==> config.mk <==
export PLATFORM = sky130hd
export DESIGN_NAME = fifo_wr_arbiter
export DESIGN_NICKNAME = d
export VERILOG_FILES = /design/src/rtl/fifo_arb_pkg.sv /design/src/rtl/rr_pick.sv /design/src/rtl/fifo_wr_arbiter.sv
export SDC_FILE = /design/constraint.sdc
export NUM_CORES = 1
export LEC_CHECK = 0
export ABC_AREA = 1
export CAP_MARGIN = 5
export CORE_ASPECT_RATIO = 0.7
export CORE_UTILIZATION = 35
export CTS_CLUSTER_SIZE = 16
export DETAILED_ROUTE_END_ITERATION = 16
export MAX_ROUTING_LAYER = met4
export PLACE_DENSITY = 0.9
export SLEW_MARGIN = 20
export SYNTH_ARGS = -nofsm -noshare
export SYNTH_HDL_FRONTEND = slang
export SYNTH_SLANG_ARGS = --single-unit
==> constraint.sdc <==
create_clock -name clk -period 2.3 [get_ports clk]
set_input_delay 0.23 -clock clk [delete_from_list [all_inputs] [get_ports clk]]
set_output_delay 0.23 -clock clk [all_outputs]
set_load 0.01 [all_outputs]
==> src/rtl/fifo_arb_pkg.sv <==
// Shared definitions for the FIFO write arbiter: FSM encoding and width helper.
// Latency: n/a (declarations only).
// Backpressure: n/a.
package fifo_arb_pkg;

    // Arbiter FSM encoding: free arbitration vs. burst held by one owner
    typedef enum logic {
        ST_IDLE = 1'b0,
        ST_LOCK = 1'b1
    } arb_state_e;

    // Ceiling log2, used to size pointers and counters (v >= 2)
    function automatic int clog2(input int v);
        int r;
        r = 0;
        while ((1 << r) < v) begin
            r = r + 1;
        end
        return r;
    endfunction

endpackage

==> src/rtl/rr_pick.sv <==
// Circular priority encoder: first set request at or after start index.
// Latency: purely combinational.
// Backpressure: none; grant falls back to start index when nothing is set.
module rr_pick
    import fifo_arb_pkg::*;
#(
    parameter int NREQ = 4,
    localparam int IW = clog2(NREQ)
) (
    input  logic [NREQ-1:0] req_i,
    input  logic [IW-1:0]   start_i,
    output logic [IW-1:0]   gnt_o,
    output logic            any_o
);

    logic [IW-1:0] idx_w;

    // Scan from the farthest offset down so the nearest requester wins last
    always_comb begin
        gnt_o = start_i;
        any_o = 1'b0;
        idx_w = '0;
        for (int k = NREQ - 1; k >= 0; k--) begin
            idx_w = IW'((int'(start_i) + k) % NREQ);
            if (req_i[idx_w]) begin
                gnt_o = idx_w;
                any_o = 1'b1;
            end
        end
    end

endmodule

==> src/rtl/fifo_wr_arbiter.sv <==
// Round-robin arbiter sharing one FIFO write port, bursts locked to one producer.
// Latency: zero-cycle combinational accept; grant changes visible next cycle.
// Backpressure: fifo_full blocks the accept in the same cycle; all state holds.
module fifo_wr_arbiter
    import fifo_arb_pkg::*;
#(
    parameter int NREQ      = 4,
    parameter int DWIDTH    = 16,
    parameter int MAX_BURST = 4,
    localparam int IW = clog2(NREQ),
    localparam int BW = clog2(MAX_BURST + 1)
) (
    input  logic                     clk,
    input  logic                     rstn,
    input  logic [NREQ-1:0]          req_valid,
    input  logic [NREQ-1:0]          req_last,
    input  logic [NREQ*DWIDTH-1:0]   req_data,
    output logic [NREQ-1:0]          req_ready,
    input  logic                     fifo_full,
    output logic                     fifo_wr_en,
    output logic [DWIDTH-1:0]        fifo_din,
    output logic [IW-1:0]            gnt_id,
    output logic                     locked
);

    arb_state_e    state_q;
    logic [IW-1:0] rr_ptr_q;
    logic [IW-1:0] owner_q;
    logic [BW-1:0] beat_cnt_q;
    logic [BW-1:0] beat_cnt_d;
    logic          locked_q;

    logic [IW-1:0] pick_gnt;
    logic          pick_any;
    logic [IW-1:0] gnt;
    logic          gnt_vld;
    logic          accept;
    logic          last_beat;
    logic [IW-1:0] ptr_after;

    rr_pick #(.NREQ(NREQ)) u_pick (
        .req_i   (req_valid),
        .start_i (rr_ptr_q),
        .gnt_o   (pick_gnt),
        .any_o   (pick_any)
    );

    // Grant: owner while locked, otherwise the round-robin pick
    always_comb begin
        gnt        = (state_q == ST_LOCK) ? owner_q : pick_gnt;
        gnt_vld    = (state_q == ST_LOCK) ? req_valid[owner_q] : pick_any;
        // rstn gating keeps the write port quiet for the whole reset window
        accept     = rstn & gnt_vld & ~fifo_full;
        last_beat  = req_last[gnt];
        ptr_after  = (gnt == IW'(NREQ - 1)) ? '0 : gnt + IW'(1);
        beat_cnt_d = beat_cnt_q + BW'(1);
        req_ready  = accept ? (NREQ'(1) << gnt) : '0;
        fifo_wr_en = accept;
        fifo_din   = req_data[gnt*DWIDTH +: DWIDTH];
        gnt_id     = rstn ? gnt : '0;
        locked     = locked_q;
    end

    // Arbitration FSM: lock on multi-beat bursts, release on last or beat cap
    always_ff @(posedge clk or negedge rstn) begin
        if (!rstn) begin
            state_q    <= ST_IDLE;
            rr_ptr_q   <= '0;
            owner_q    <= '0;
            beat_cnt_q <= '0;
            locked_q   <= 1'b0;
        end else if (accept) begin
            case (state_q)
                ST_IDLE: begin
                    if (last_beat || (MAX_BURST == 1)) begin
                        rr_ptr_q <= ptr_after;
                    end else begin
                        state_q    <= ST_LOCK;
                        locked_q   <= 1'b1;
                        owner_q    <= gnt;
                        beat_cnt_q <= BW'(1);
                    end
                end
                ST_LOCK: begin
                    if (last_beat || (beat_cnt_d == BW'(MAX_BURST))) begin
                        state_q    <= ST_IDLE;
                        locked_q   <= 1'b0;
                        rr_ptr_q   <= ptr_after;
                        beat_cnt_q <= '0;
                    end else begin
                        beat_cnt_q <= beat_cnt_d;
                    end
                end
                default: begin
                    state_q  <= ST_IDLE;
                    locked_q <= 1'b0;
                end
            endcase
        end
    end

endmodule

==> impl_metrics.tcl <==
set metrics [dict create \
    status "finished, violations left" \
    violations "setup timing" \
    area_delta_synth_final_pct 119 \
    top_usage_layer "met2" \
    final_cell_mix "clkdlybuf4s50_1 (73), nor2_1 (35), nand2_1 (30)" \
    synthDistinctLibCells 28 \
    cts-buffers-inserted 3 \
    p_sw_frac 0.527 \
    critPathLaunchType "flip-flop" \
    power.switching_mw 2.67 \
    dr.pass1.iters 4 \
    synth.top_cell.area_share 0.166 \
    synth_area_sq_um 1360 \
    synthTopCellsByArea "dfrtp_1 (17%), o21ai_0 (12%), nand2_1 (11%)" \
    rsz0062_at_grt "true" \
    async_flop_share 1.00 \
    track_usage 0.289 \
    clk_path_buf_depth 2 \
    end_kind "primary output" \
    yosys.area.top_type "dfrtp_1" \
    r2r.worst_path.cells 17 \
    fp.dieW_um 76.4 \
    fin_util 0.825 \
    hold_path_class "in2async" \
    postRouteAntennaNets 0 \
    synthFlopType "dfrtp_1" \
    timing.slew.headroom 0.698 \
    p_leak_nw 1.33 \
    synth_cells 225 \
    max_freq_ghz 0.365 \
    numPortBuffers 98 \
    clk_pin_slew_ns 0.05 \
    nets 433 \
    synthesis.nets 306 \
    drtIter0Drc 199 \
    hpwl_mm 4.06 \
    pwr-share-seq 0.068 \
    ioPinCount 99 \
    gr-usage-met2 0.532 \
    cts_root_buf "clkbuf_8" \
    clock-sinks 9 \
    final_hold_viol_count 0 \
    postCtsHoldBufs 0 \
    start_util 0.376 \
    irDropWorstVdd_uv 1030 \
    layout_min_cycle_time_ns 2.74 \
    reg2reg_slack_ns -0.18 \
    grt_use_met3 0.0424 \
    clock_power_share 0.038 \
    critical_path.startpoint "rr_ptr_q[0]" \
    r2r_end "rr_ptr_q[1]" \
    worst_slack_ns -0.437 \
    clk_latency_ns 0.24 \
    grt_use_met1 0.319 \
    fin_skew_ns 0.00144 \
    setup_violations 32 \
    worst_pin_slew_ns 0.453 \
    synth_edf_count 0 \
    grt_pass1_vias 2038 \
    place.gp.congestion 0.997 \
    layout-drive-gt1-share 0.370 \
    power_frac_comb 0.894 \
    yosysWarnings 0 \
    drc 0 \
    fp.dieH_um 54.1 \
    cts_tree "built" \
    ys_seq_area_frac 0.166 \
    grt_pass1_wl_mm 8.96 \
    rows 18 \
    synth-seq-cells 9 \
    cp.arrival_ns 2.51 \
    die_area_sq_um 4130 \
    maxCapViolCount 0 \
    grt_overflow_total 0 \
    layout_commonest_cell "clkdlybuf4s50_1" \
    critPathRequiredTime_ns 2.07 \
    intPower_mw 2.40 \
    grt_max_degree 19 \
    htreeDepth 1 \
    place_ws_ns -0.517 \
    p_per_area_nw_per_um2 1700 \
    core-area_sq_um 3600 \
    antenna_found_initial 0 \
    path_max_fanout 13 \
    vias 2299 \
    fin_crit_sh 1.19 \
    wl_per_cell_um 17.8 \
    wirelength_mm 7.12 \
    report.final.slew_viol_count 0 \
    vias_per_cell 5.73 \
    crit_type "reg2out" \
    syn_area_per_cell_sq_um 6.02 \
    diodes 0 \
    rr_startpoint "rr_ptr_q[0]" \
]
==> worst max path at each step <==
stage | cells after the start | slack [ns] | end
6_report | 14 | -0.44 | fifo_din[5]
5_1_grt | 14 | -0.44 | fifo_din[5]
4_1_cts | 13 | -0.14 | fifo_din[15]
3_5_place_dp | 15 | -0.52 | fifo_din[7]
3_3_place_gp | 15 | -0.45 | fifo_din[1]
2_1_floorplan | 12 | 0.25 | req_ready[3]
==> power by group through the flow <==
| stage | Sequential [mW] | Clock (mW) | Combinational, mW |
|---|---|---|---|
| floorplan | 0.274 | 0 | 1.90 |
| global placement | 0.311 | 0 | 3.31 |
| detailed placement | 0.315 | 0 | 3.36 |
| CTS | 0.326 | 0.192 | 3.69 |
| global route | 0.350 | 0.199 | 4.81 |
| finish | 0.346 | 0.193 | 4.53 |
==> layer usage <==
metal	share of wire	vias up
li1	-	1022
met1	0.36	1083
met5	0	-
met4	0.055	0
met3	0.087	40
met2	0.50	154
==> per-stage QoR <==
step	power (mW)	std cells	setup TNS (ns)	area [sq um]	hold WS (ns)
floorplan	2.18	225	0	1360	-0.0656
global placement	3.63	385	-8.97	2520	0.471
detailed placement	3.67	385	-11.08	2520	0.474
CTS	4.20	398	-2.17	2720	0.311
global route	5.36	401	-9.39	2970	0.330
finish	5.07	401	-7.22	2970	0.307
==> cell usage after synthesis, drive strengths merged (3+ instances only) <==
library cell   n
nand2         48
o21ai         42
nor2          38
inv           21
nand3         21
o22ai         16
buf           11
dfrtp          9
ha             6
a21oi          3
nand4          3
==> kinds of logic after synthesis <==
| logic type | Yosys count | synth area share |
|---|---|---|
| AND/OR/NAND/NOR | 111 | 0.374 |
| AO/OA/AOI/OAI | 64 | 0.271 |
| buffers and inverters | 33 | 0.120 |
| flip-flops | 9 | 0.166 |
| adder cells (fa/ha/maj) | 6 | 0.0554 |
| XOR/XNOR | 2 | 0.0129 |
==> flip-flops by register name, summed over array words and instances, names as in the netlist <==
register,cells
owner_q,2
rr_ptr_q,2
locked,1
beat_cnt_q,3
state_q,1
==> cell type report <==
cell class | count | area [sq um]
Multi-Input combinational cell | 183 | 1250
Clock buffer | 4 | 45.0
Inverter | 21 | 96.3
Fill cell | 201 | 629
Tap cell | 50 | 62.6
Timing Repair Buffer | 134 | 1290
Sequential cell | 9 | 226
==> what timing repair did <==
item | CTS | global route
setup endpoints to repair | 23 | 32
resized for setup | 145 | 59
gates cloned | 2 | 3
setup buffers | 7 | 5
pin swaps | 11 | 25
==> worst max-delay path, cell delays in order, from the launching register on <==
cell and delay [ns]:
dfrtp_1 0.42, buf_6 0.17, inv_4 0.07, nand2_1 0.07
nand2_2 0.11, nand2_2 0.10, nand3_4 0.12, nand4_1 0.19
nand3_4 0.17, nand2_8 0.10, inv_8 0.11, buf_12 0.14
nor2_1 0.06, o22ai_1 0.23, buf_2 0.20
No activity file was read; power rests on OpenSTA's default activity.
